==> config.mk <==
export PLATFORM = sky130hd
export DESIGN_NAME = pc_fetch_unit
export DESIGN_NICKNAME = d
export VERILOG_FILES = /design/src/rtl/pc_fetch_unit.sv
export SDC_FILE = /design/constraint.sdc
export NUM_CORES = 1
export LEC_CHECK = 0
export CAP_MARGIN = 15
export CORE_MARGIN = 2
export CORE_UTILIZATION = 41
export CTS_BUF_LIST = sky130_fd_sc_hd__clkbuf_16
export CTS_CLUSTER_DIAMETER = 120
export DETAILED_ROUTE_END_ITERATION = 10
export PLACE_DENSITY = 0.8
export SYNTH_ARGS = -nofsm -noshare
export SYNTH_HDL_FRONTEND = slang
export SYNTH_SLANG_ARGS = --single-unit
==> constraint.sdc <==
create_clock -name clk -period 2.1 [get_ports clk]
set_input_delay 0.21 -clock clk [delete_from_list [all_inputs] [get_ports clk]]
set_output_delay 0.21 -clock clk [all_outputs]
set_load 0.05 [all_outputs]
==> src/rtl/pc_fetch_unit.sv <==
// Architectural PC holder and instruction fetcher: req/gnt + rvalid toward imem, valid/ready toward decode.
// Optional macro FETCH_BYPASS_EN forwards imem read data straight to decode in the data-return cycle.
module pc_fetch_unit #(
    parameter logic [31:0] RESET_PC = 32'h0000_0000,
    parameter int          CNT_W    = 32
) (
    input  logic             clk,
    input  logic             rstn,
    input  logic [31:0]      npc_i,
    input  logic             halt_i,
    output logic             imem_req_o,
    output logic [31:0]      imem_addr_o,
    input  logic             imem_gnt_i,
    input  logic             imem_rvalid_i,
    input  logic [31:0]      imem_rdata_i,
    output logic             inst_valid_o,
    input  logic             inst_ready_i,
    output logic [31:0]      inst_o,
    output logic [31:0]      pc_o,
    output logic [31:0]      pcplus4_o,
    output logic             fault_o,
    output logic [CNT_W-1:0] inst_cnt_o
);

    typedef enum logic [1:0] {S_REQ, S_WAIT, S_HOLD} state_e;

    state_e             state_q, state_d;
    logic [31:0]        pc_q, pc_d;
    logic [31:0]        inst_q, inst_d;
    logic               fault_q, fault_d;
    logic [CNT_W-1:0]   cnt_q, cnt_d;
    logic               retire;

    always_ff @(posedge clk or negedge rstn) begin
        if (!rstn) begin
            state_q <= S_REQ;
            pc_q    <= RESET_PC;
            inst_q  <= 32'h0;
            fault_q <= 1'b0;
            cnt_q   <= '0;
        end else begin
            state_q <= state_d;
            pc_q    <= pc_d;
            inst_q  <= inst_d;
            fault_q <= fault_d;
            cnt_q   <= cnt_d;
        end
    end

    always_comb begin
        state_d      = state_q;
        pc_d         = pc_q;
        inst_d       = inst_q;
        fault_d      = fault_q;
        cnt_d        = cnt_q;
        retire       = 1'b0;
        imem_req_o   = 1'b0;
        inst_valid_o = 1'b0;
        inst_o       = inst_q;

        case (state_q)
            S_REQ: begin
                // rstn gating keeps req low while the async reset is held.
                imem_req_o = ~halt_i & ~fault_q & rstn;
                if (imem_req_o && imem_gnt_i)
                    state_d = S_WAIT;
            end
            S_WAIT: begin
                if (imem_rvalid_i) begin
                    inst_d = imem_rdata_i;
`ifdef FETCH_BYPASS_EN
                    inst_valid_o = 1'b1;
                    inst_o       = imem_rdata_i;
                    if (inst_ready_i)
                        retire = 1'b1;
                    else
                        state_d = S_HOLD;
`else
                    state_d = S_HOLD;
`endif
                end
            end
            S_HOLD: begin
                inst_valid_o = 1'b1;
                if (inst_ready_i)
                    retire = 1'b1;
            end
            default: state_d = S_REQ;
        endcase

        // A misaligned target still counts as retired but freezes the PC and stops fetching.
        if (retire) begin
            state_d = S_REQ;
            cnt_d   = cnt_q + CNT_W'(1);
            if (npc_i[1:0] != 2'b00)
                fault_d = 1'b1;
            else
                pc_d = npc_i;
        end
    end

    assign imem_addr_o = pc_q;
    assign pc_o        = pc_q;
    assign pcplus4_o   = pc_q + 32'd4;
    assign fault_o     = fault_q;
    assign inst_cnt_o  = cnt_q;

endmodule

# --- Word-level counts from Yosys, hierarchy flattened ---
# Index checks and enable logic that the tools add are counted.
totals:
  register_bits: 99
  in_bits: 70
  out_inout_bits: 163
  wordCells: 32
classes:
  n_addsub: 2
  eq_ne: 5
  mux: 8
  n_bitwise: 5
  n_reduce_logical: 7
op_table:
  columns: ["op", "count"]
  rows:
  - ["$add 32x1->32 const B", 1]
  - ["$add 32x3->32 const B", 1]
  - ["$mux 2", 3]
  - ["$ne 3x3->1 const B", 2]
  - ["$pmux 2 s3", 1]
  - ["$reduce_and 2->1", 3]
  - ["$mux 1", 4]
  - ["$not 1->1", 3]
  - ["$reduce_and 3->1", 1]
  - ["$and 1x1->1", 2]
  - ["$eq 2x1->1 const B", 1]
  - ["$eq 2x2->1 const B", 1]
  - ["$logic_not 2->1", 1]
  - ["$ne 2x2->1 const B", 1]
  - ["$reduce_bool 2->1", 1]
  - ["$logic_and 1x1->1", 1]

# --- Logic depth before layout (Yosys ltp) ---
# Gate-level depths: netlist (run 1).
depth:
  depth_word: 7
  ltp_mapped: 5
  ltp_nobuf: 5

# --- Least setup slack after synthesis (run 1) ---
# No wires, ideal clock.
synth_path:
  path_kind: "reg2out"
  start: "register pc_q[2] (netlist: imem_addr_o[2])"
  end: "output port pcplus4_o[28]"
  arrival_ns: 2.447
  required_time_ns: 1.890
  path_slack_ns: -0.557
  path_stages_with_launch: 6
  n_path_buf: 0
  path_cell_list: "dfrtp_1 > ha_1 > nand3_1 > nor3_4 > nand4_1 > xnor2_1"
synth_via:
  elab_chain_len: 1
synth_lines:
  columns: ["element", "line_no", "text"]
  rows:
  - ["start, declared", "28", "logic [31:0] pc_q, pc_d;"]
  - ["start signal, assigned", "43", "pc_q <= pc_d;"]
  - ["$add 32x3->32", "104", "assign pcplus4_o = pc_q + 32'd4;"]
  - ["end, declared", "20", "output logic [31:0] pcplus4_o,"]
# No other way between the ends.

# --- Worst setup path in the final report (run 1) ---
layout_path:
  start: "register pc_q[9] (netlist: imem_addr_o[9])"
  end: "output port pcplus4_o[22]"
# Same word-level chain as after synthesis.

==> impl_results.md, run 1 <==
* Fraction of power consumed by the clock network at 11.0%
* Number of endpoints failing setup at the final stage at 8
* Count of H-tree levels built during CTS at 3
* Number of nets in the layout at 712
* Number of antenna violations at the first check in global routing at 0
* Detailed-routing iteration count for the pre-antenna-repair pass at 4
* Total count of hold-check failures in the final report at 0
* Final setup slack of the worst path at -0.1050 ns
* Maximum number of pins on one net before global-route repair at 100
* Data arrival at the endpoint of the critical path at 1.99 ns
* Clock tree from TritonCTS: built
* Vias in the first global route at 4,034
* Area delta synth->final at 70.27%
* Share of power burned in combinational logic at 66.4%
* Routed via count divided by cell count at 5.085
* CORE AREA at 11,860 µm²
* X dimension of the die at 113.6 µm
* Post-route core utilization at 70.70%
* Clock insertion delay at the later pin of the skew report at 0.33 ns
* Proportion of layout cells with a drive suffix above 1 at 34.32%
* Hold WC Path Type: in2reg
* Clock transition time at the flip-flop clock pins of the worst setup and hold paths at 0.07 ns
* DRT Wirelength at 13,420 µm
* Antenna diode count at 0
* Critical-path maximum fanout at 7
* # rows at 40
* Setup crit end kind: primary output
* WS Path Type: reg2out
* Sequential element share of the synthesized area at 50.30%
* Post-DP HPWL at 9928 µm
* Startpoint kind of the worst setup timing path: flip-flop
* Switching pwr at 6567 µW
* Wire length of the first global-routing pass at 20,960 µm
* Summed instance area of the synthesized netlist at 4925 µm²
* Internal power of the cells at 6774 µW
* Maximum clock rate at 453.5 MHz
* Summed negative setup slack over all endpoints at -0.4155 ns
* Ratio of final minimum period to clock period at 105.0%
* Final Skew at 0.005563 ns
* Yosys warning total at 0
* Count of pins over their slew limit at 0
* Asr flop ratio synth at 100.0%
* DRC violation count after routing at 0
* Number of buffers inserted during clock tree synthesis at 9
* RePlAce Congestion at 0.8338
* Number of primary I/O pins at 233
* Required time reported for the critical path endpoint at 1.89 ns
* Total nets after synthesis at 467
* Initial cell density of the core at 41.52%
* Number of violations reported at the end of detailed-routing iteration 0 at 196
* Leading cell type in the layout, fill and taps excluded: clkdlybuf4s50_1
* Flip-flop and latch count after synthesis at 99
* Gate count after technology mapping at 395
* Slew at the pin with the worst max-slew slack at 0.5649 ns
* Post-route standard cell area excluding fillers at 8386 µm²
* Number of nets with antenna violations after routing at 0
* Sequential share of power at 22.6%
* Outcome: complete, but fails checks
* Post-synth EDFFs at 0
* Main synth FF type: dfrtp_1
* Slew Limit Headroom at 62.22%
* Number of max-cap violations at 0
* Overflow after GRT at 0
* IO Port Bufs at 232
* Max Buffers Root-to-Sink at 2
* Clock root buffer master: clkbuf_16
* Top library cells by usage in the layout, fill and taps aside: clkdlybuf4s50_1 (196), dfrtp_1 (79), mux2_2 (62)
* Total power draw at 13,340 µW
* Number of distinct library cell variants in the gate-level netlist after synthesis at 38
* Die footprint at 12,900 µm²
* Switching power as a share of total power at 49.23%
* Power per cell area at 1591 nW/µm²
* RSZ-0062 raised after global routing: true
* Static leakage at 0.003647 µW
* Min Clock Period, post-route at 2.205 ns
* Placed Instance Area at 7838 µm²
* Count of vias placed by the detailed router at 4,022
* Final routed wire length divided by cell count at 16.97 µm
* Max rail drop VDD at 0.0009137 V
* Global-route usage over all layers at 20.66%
* Average footprint of a synthesized cell at 12.47 µm²
* Hold WS at 0.4562 ns
* Failing checks: setup timing
* Chip Height at 113.6 µm
* Clock sink count at 99
power by group through the flow:
stage | registers [µW] | clock network (µW) | logic [µW]
2_1_floorplan | 5320 | 0 | 3310
3_3_place_gp | 3170 | 0 | 8320
3_5_place_dp | 3220 | 0 | 8400
4_1_cts | 3060 | 1530 | 8760
5_1_grt | 3110 | 1610 | 9140
6_report | 3020 | 1470 | 8850
repair_timing:
item | 4_1_cts | 5_1_grt
endpoints found under the setup margin | 17 | 20
pin swaps | 14 | 12
endpoints found under the hold margin | 99 | 0
hold buffers | 1 | 0
gates resized for setup | 6 | 11
setup buffers | 19 | 8
layout make-up:
cell class | count | area [µm²]
sequential | 99 | 2502
tap | 147 | 183.9
multi-input combinational | 251 | 2505
clock buffer | 9 | 225.2
clock inverter | 6 | 33.78
fill | 862 | 3476
inverter | 5 | 18.77
timing repair buffer | 274 | 2917
cells in the mapped netlist, drive strengths merged (8+ instances only):
| library cell | number | area (µm²) |
|---|---|---|
| xnor2 | 51 | 446.7 |
| xor2 | 8 | 70.07 |
| buf | 40 | 304.0 |
| dfrtp | 99 | 2477 |
| mux2 | 63 | 709.4 |
| nor3 | 10 | 105.1 |
| and3 | 9 | 56.30 |
| nand3 | 26 | 147.7 |
| nand2 | 19 | 71.32 |
| nor2 | 13 | 61.31 |
| nand4 | 26 | 205.2 |
flip-flops by register name, indices dropped and copies added, names as in the netlist:
signal       cells
imem_addr_o     32
inst_cnt_o      32
inst_o          32
state_q          2
fault_o          1
metal layers:
layer  global-route usage, %  vias up  wire, µm
met5                       0        -         0
met4                   7.724        0       303
met1                   24.52     2000      5230
met2                   37.05      160      7027
met3                   4.198       20       859
li1                        -     1842         -
path summary, 6_finish.rpt:
kind	from	to	slack [ns]	cells after the start
worst max register to register	state_q[0]	imem_addr_o[6]	0.49	5
worst min-delay path	imem_gnt_i	state_q[0]	0.46	3
worst min register to register	inst_cnt_o[31]	inst_cnt_o[31]	0.49	1
worst max-delay path	imem_addr_o[9]	pcplus4_o[22]	-0.10	8
max in group asynchronous	rstn	imem_addr_o[11]	1.14	3
min in group asynchronous	rstn	inst_o[14]	0.55	3
worst max-delay path: stages (launching register included):
cell and delay, ns:
dfrtp_2 0.40, buf_4 0.13, buf_12 0.10, nand3_4 0.09, nor3_4 0.13, buf_6 0.16, nand4_1 0.25, xnor2_4 0.24
buf_12 0.16
per-stage QoR:
step,setup WS (ns),cells
after floorplan,-0.01454,395
after global placement,0.1688,748
after detailed placement,0.1229,748
after CTS,-0.1324,783
after global routing,-0.1974,791
final,-0.1050,791
cells by family after synthesis:
| family | share of synthesized area (%) |
|---|---|
| simple gates | 17.38 |
| flops | 50.30 |
| buf+inv | 6.554 |
| mux | 14.41 |
| fa+ha+maj | 0.5080 |
| compound gates | 0.3558 |
| xor+xnor | 10.49 |
No activity file was read; power rests on OpenSTA's default activity.
==> run 2: changes to the inputs <==
--- a/config.mk
+++ b/config.mk
@@ -6,7 +6,6 @@
 export NUM_CORES = 1
 export LEC_CHECK = 0
 export CAP_MARGIN = 15
-export CORE_MARGIN = 2
 export CORE_UTILIZATION = 41
 export CTS_BUF_LIST = sky130_fd_sc_hd__clkbuf_16
 export CTS_CLUSTER_DIAMETER = 120
==> impl_results.md, run 2 (same netlist as run 1, synthesis figures left out) <==
* Clock root buffer master: clkbuf_16
* DRT Wirelength at 13,930 µm (+3.8%)
* Min Clock Period, post-route at 2.121 ns (-0.08438 ns)
* Overflow after GRT at 0 (unchanged)
* Flip-flop and latch area at 2502 µm² (unchanged)
* Final routed wire length divided by cell count at 17.54 µm (+3.4%)
* Detailed-routing iteration count for the pre-antenna-repair pass at 7 (+3)
* Number of antenna violations at the first check in global routing at 0 (unchanged)
* Clock insertion delay at the later pin of the skew report at 0.33 ns (about the same)
* Number of nets in the layout at 718 (+0.84%)
* Routed via count divided by cell count at 5.073 (-0.23%)
* Number of violations reported at the end of detailed-routing iteration 0 at 236 (+20%)
* Setup crit start: imem_addr_o[4]
* Count of H-tree levels built during CTS at 3 (unchanged)
* Ratio of final minimum period to clock period at 101.0% (-4.0 points)
* Area delta synth->final at 71.34%
* Total count of hold-check failures in the final report at 0 (unchanged)
* Number of endpoints failing setup at the final stage at 3 (-5)
* Chip Height at 111.6 µm (-1.8%)
* Required time reported for the critical path endpoint at 1.89 ns (about the same)
* Maximum clock rate at 471.6 MHz (+4.0%)
* # rows at 39 (-2.5%)
* Power per cell area at 1595 nW/µm² (+0.27%)
* Die footprint at 12,450 µm² (-3.5%)
* Setup crit end kind: primary output
* Hold WC Path Type: in2reg
* Maximum number of pins on one net before global-route repair at 100 (unchanged)
* Start of the worst register-to-register path: inst_cnt_o[6]
* Clock tree from TritonCTS: built
* Count of vias placed by the detailed router at 4,028 (+0.15%)
* Number of buffers inserted during clock tree synthesis at 9 (unchanged)
* Number of nets with antenna violations after routing at 0 (unchanged)
* IO Port Bufs at 232 (unchanged)
* Max rail drop VDD at 0.001291 V (+41%)
* Multi-input combinational cell area at 2517 µm² (+0.50%)
* Data arrival at the endpoint of the critical path at 1.91 ns (-0.08 ns)
* WS Path Type: reg2out
* Failing checks: DRC, setup timing
* Clock sink count at 99 (unchanged)
* Number of max-cap violations at 0 (unchanged)
* Initial cell density of the core at 42.58% (+1.1 points)
* Final Skew at 0.01050 ns (+0.004934 ns)
* Max Buffers Root-to-Sink at 2 (unchanged)
* Global-route usage over all layers at 22.45% (+1.8 points)
* Total power draw at 13,460 µW (+0.90%)
* Summed negative setup slack over all endpoints at -0.05845 ns (+0.3571 ns)
* Antenna diode count at 0 (unchanged)
* Clock transition time at the flip-flop clock pins of the worst setup and hold paths at 0.07 ns (about the same)
* DRC violation count after routing at 20 (+20)
* Slew at the pin with the worst max-slew slack at 0.5624 ns (-0.002449 ns)
* Startpoint kind of the worst setup timing path: flip-flop
* Proportion of layout cells with a drive suffix above 1 at 34.72% (+0.40 points)
* Final setup slack of the worst path at -0.02062 ns (+0.08438 ns)
* Vias in the first global route at 4,143 (+2.7%)
* Top library cells by usage in the layout, fill and taps aside: clkdlybuf4s50_1 (201), dfrtp_1 (79), mux2_2 (62)
* Number of primary I/O pins at 233 (unchanged)
* Post-DP HPWL at 10,420 µm (+5.0%)
* RePlAce Congestion at 0.8599 (+3.1%)
* Slew Limit Headroom at 62.39% (+0.16 points)
* Startpoint of the most critical hold path: imem_gnt_i
* Static leakage at 0.003663 µW (+0.44%)
* Wire length of the first global-routing pass at 21,810 µm (+4.1%)
* CORE AREA at 11,560 µm² (-2.5%)
* Leading cell type in the layout, fill and taps excluded: clkdlybuf4s50_1
* Count of pins over their slew limit at 0 (unchanged)
* RSZ-0062 raised after global routing: true
* X dimension of the die at 111.6 µm (-1.8%)
* # fillers at 796 (-7.7%)
* Outcome: complete, but fails checks
* Critical-path maximum fanout at 7 (unchanged)
## run 2: cell types whose count changed in the layout (fill, tap and decap cells not counted), sizes merged
cell	before	now
buf	73	77
dlygate4sd2	2	1
clkdlybuf4s50	196	201
dlymetal6s2s	2	0
bufinv	0	1
inv	7	8
clkinv	3	2
## run 2: path summary, 6_finish.rpt
check | to | slack, ns | cells after the start
max in group asynchronous | imem_addr_o[17] | 1.16 | 3
setup reg to reg | inst_cnt_o[23] | 0.43 | 4
setup / recovery | pcplus4_o[28] | -0.02 | 6
min in group asynchronous | inst_cnt_o[27] | 0.50 | 3
hold / removal | state_q[0] | 0.47 | 3
hold reg to reg | inst_cnt_o[27] | 0.49 | 1
## run 2: metal layers
| metal | part of all wire [%] | GRT usage [%] | up-vias |
|---|---|---|---|
| met5 | 0 | 0 | - |
| met4 | 1.8 | 8.018 | 0 |
| met3 | 6.3 | 4.518 | 19 |
| met2 | 54 | 42.83 | 145 |
| met1 | 38 | 24.51 | 2005 |
| li1 | - | - | 1859 |
## run 2: critical path, stage by stage (launching register included)
cell and delay (ns):
dfrtp_2 0.40, nand4_4 0.18, nor3_4 0.23, buf_6 0.16
nand4_1 0.22, xnor2_4 0.23, buf_12 0.15
## run 2: timing repair
action,CTS,global route
hold buffers,1,0
endpoints found under the hold margin,7,0
pin swaps,14,14
resized for setup,14,4
setup endpoints to repair,20,17
buffers inserted,17,16
## run 2: cell type report
cell class / instances / share of cell area, %
Clock inverter: 7 / 0.7414
Inverter: 5 / 0.2224
Multi-Input combinational cell: 251 / 29.83
Timing Repair Buffer: 280 / 34.76
Tap cell: 143 / 2.120
Sequential cell: 99 / 29.66
Clock buffer: 9 / 2.669
## run 2: stage by stage
stage	hold slack (ns)	utilization [%]	cell area, µm²	instances	setup WS (ns)
floorplan	-0.08559	-	5273	395	-0.01454
global route	0.4651	72.96	8438	794	-0.1177
detailed placement	0.3605	67.55	7812	744	0.1103
CTS	0.4468	71.74	8297	778	-0.09258
global placement	0.3546	67.55	7812	744	0.1791
finish	0.4696	72.96	8438	794	-0.02062
## run 2: where the power goes
group          internal [µW]  total (µW)  switching, µW
Clock                    912        1610            703
Sequential              2530        3060            534
Combinational           3420        8790           5360
==> run 3: changes to the inputs <==
==> constraint.sdc (replaced) <==
create_clock -name clk -period 2.21 [get_ports clk]
set_input_delay 0.221 -clock clk [delete_from_list [all_inputs] [get_ports clk]]
set_output_delay 0.221 -clock clk [all_outputs]
set_load 0.05 [all_outputs]
==> impl_results.md, run 3 (same netlist as run 1, synthesis figures left out) <==
* Outcome: complete, but fails checks
* Failing checks: DRC
* Die footprint at 12,450 µm² (unchanged)
* Gate family responsible for the most delay along the worst path: simple AND/OR/NAND/NOR gates
* Number of max-cap violations at 0 (unchanged)
* Clock insertion delay at the later pin of the skew report at 0.34 ns (about the same)
* Slew at the pin with the worst max-slew slack at 0.5706 ns (+0.008192 ns)
* Data arrival at the endpoint of the critical path at 1.93 ns (+0.02 ns)
* Global-route usage over all layers at 22.32% (-0.14 points)
* Detailed-routing iteration count for the pre-antenna-repair pass at 10 (+3)
* Clock transition time at the flip-flop clock pins of the worst setup and hold paths at 0.07 ns (about the same)
* Min Clock Period, post-route at 2.146 ns
* Number of endpoints failing setup at the final stage at 0 (-3)
* Final routed wire length divided by cell count at 17.33 µm (-1.2%)
* Routed via count divided by cell count at 5.150 (+1.5%)
* Number of antenna violations at the first check in global routing at 0 (unchanged)
* Post-route standard cell area excluding fillers at 8318 µm² (-1.4%)
* Critical Path Max Stage Delay at 0.43 ns (+0.03 ns)
* Post-route core utilization at 71.92% (-1.0 points)
* Top library cells by usage in the layout, fill and taps aside: clkdlybuf4s50_1 (201), dfrtp_1 (79), mux2_2 (62)
* Maximum clock rate at 465.9 MHz
* Max rail drop VDD at 0.0008872 V (-31%)
* Placed Instance Area at 7709 µm² (-1.3%)
* Hold WC Path Type: in2reg
* Post-DP HPWL at 10,070 µm (-3.4%)
* Ratio of final minimum period to clock period at 97.12%
* Count of pins over their slew limit at 0 (unchanged)
* Slowest stage cell on the critical path: dfrtp_2
* Clock sink count at 99 (unchanged)
* X dimension of the die at 111.6 µm (unchanged)
* DRT Wirelength at 13,670 µm (-1.9%)
* RSZ-0062 raised after global routing: true
* Critical-path maximum fanout at 7 (unchanged)
* # fillers at 801 (+0.63%)
* Clock root buffer master: clkbuf_16
* Hold WS at 0.4686 ns (-0.001019 ns)
* Startpoint kind of the worst setup timing path: flip-flop
* CORE AREA at 11,560 µm² (unchanged)
* Count of vias placed by the detailed router at 4,063 (+0.87%)
* Flip-flop and latch area at 2502 µm² (unchanged)
* Initial cell density of the core at 42.58% (unchanged)
* Power per cell area at 1526 nW/µm² (-4.3%)
* Antenna diode count at 0 (unchanged)
* Bufs and invs on worst path at 2 (unchanged)
* Area delta synth->final at 68.90%
* Setup crit end kind: primary output
* Vias in the first global route at 4,085 (-1.4%)
* Clock tree from TritonCTS: built
* Leading cell type in the layout, fill and taps excluded: clkdlybuf4s50_1
* Count of H-tree levels built during CTS at 3 (unchanged)
* Cells along the critical path: nand4_4, nor3_4, buf_12, nand4_1, xnor2_4, buf_12
* RePlAce Congestion at 0.8431 (-2.0%)
* Number of nets in the layout at 713 (-0.70%)
* # rows at 39 (unchanged)
* Overflow after GRT at 0 (unchanged)
* DRC violation count after routing at 20 (unchanged)
* Static leakage at 0.003614 µW (-1.3%)
* Number of primary I/O pins at 233 (unchanged)
* Total count of hold-check failures in the final report at 0 (unchanged)
* Max Buffers Root-to-Sink at 2 (unchanged)
* Final Skew at 0.009328 ns (-0.001169 ns)
* WS Path Type: reg2out
* Chip Height at 111.6 µm (unchanged)
* Multi-input combinational cell area at 2422 µm² (-3.8%)
* Number of violations reported at the end of detailed-routing iteration 0 at 186 (-21%)
* Required time reported for the critical path endpoint at 1.99 ns (+0.10 ns)
* Maximum number of pins on one net before global-route repair at 100 (unchanged)
* Slew Limit Headroom at 61.84% (-0.55 points)
* Number of nets with antenna violations after routing at 0 (unchanged)
* Proportion of layout cells with a drive suffix above 1 at 33.75% (-0.97 points)
* Number of buffers inserted during clock tree synthesis at 9 (unchanged)
* Most used cell, CP: buf_12
* Summed negative setup slack over all endpoints at 0 ns (+0.05845 ns)
* Wire length of the first global-routing pass at 21,650 µm (-0.72%)
* IO Port Bufs at 232 (unchanged)
run 3: timing repair:
| action | in CTS | in global routing |
|---|---|---|
| hold buffers | 0 | 1 |
| cloned | 0 | 0 |
| endpoints found under the hold margin | 0 | 1 |
| buffers inserted | 16 | 16 |
| setup endpoints to repair | 17 | 15 |
| pin swaps | 10 | 14 |
| gates resized for setup | 12 | 7 |
run 3: stage by stage:
step	std cells	setup WS [ns]	total power, µW
6_report	789	0.06372	12700
5_1_grt	789	-0.02910	13150
4_1_cts	772	-0.01396	12610
3_5_place_dp	740	0.1253	10880
3_3_place_gp	740	0.1864	10730
2_1_floorplan	395	-0.04801	8095
run 3: path summary, 6_finish.rpt:
| path | end | slack, ns | start | depth (start not counted) |
|---|---|---|---|---|
| setup / recovery | pcplus4_o[22] | 0.06 | imem_addr_o[4] | 6 |
| setup reg to reg | inst_cnt_o[14] | 0.55 | inst_cnt_o[0] | 5 |
| hold reg to reg | inst_cnt_o[30] | 0.49 | inst_cnt_o[30] | 1 |
| max in group asynchronous | imem_addr_o[14] | 1.26 | rstn | 3 |
| hold / removal | state_q[0] | 0.47 | imem_gnt_i | 3 |
| min in group asynchronous | inst_cnt_o[22] | 0.52 | rstn | 3 |
run 3: worst min-delay path, delay by kind of cell:
kind,cells,cell delay (ns)
buffers and inverters,1,0.40
AND/OR/NAND/NOR,1,0.05
AO/OA/AOI/OAI,1,0.08
run 3: power breakdown:
group | leakage, µW | switching (µW) | internal, µW
clock network | 0.000137 | 666 | 872
registers | 0.00127 | 549 | 2400
logic | 0.00221 | 5020 | 3190
total | 0.00361 | 6230 | 6460
run 3: final cells by class:
cell class / instances / area share [%]
Sequential cell: 99 / 30.08
Multi-Input combinational cell: 251 / 29.12
Inverter: 5 / 0.2256
Tap cell: 143 / 2.151
Timing Repair Buffer: 275 / 34.91
Clock inverter: 7 / 0.7972
Clock buffer: 9 / 2.708
run 3: per-layer routing:
metal,up-vias,share of wire [%],track usage [%]
li1,1846,-,-
met1,2036,37,25.67
met2,161,54,41.00
met3,20,6.5,5.008
met4,0,1.9,7.207
met5,-,0,0
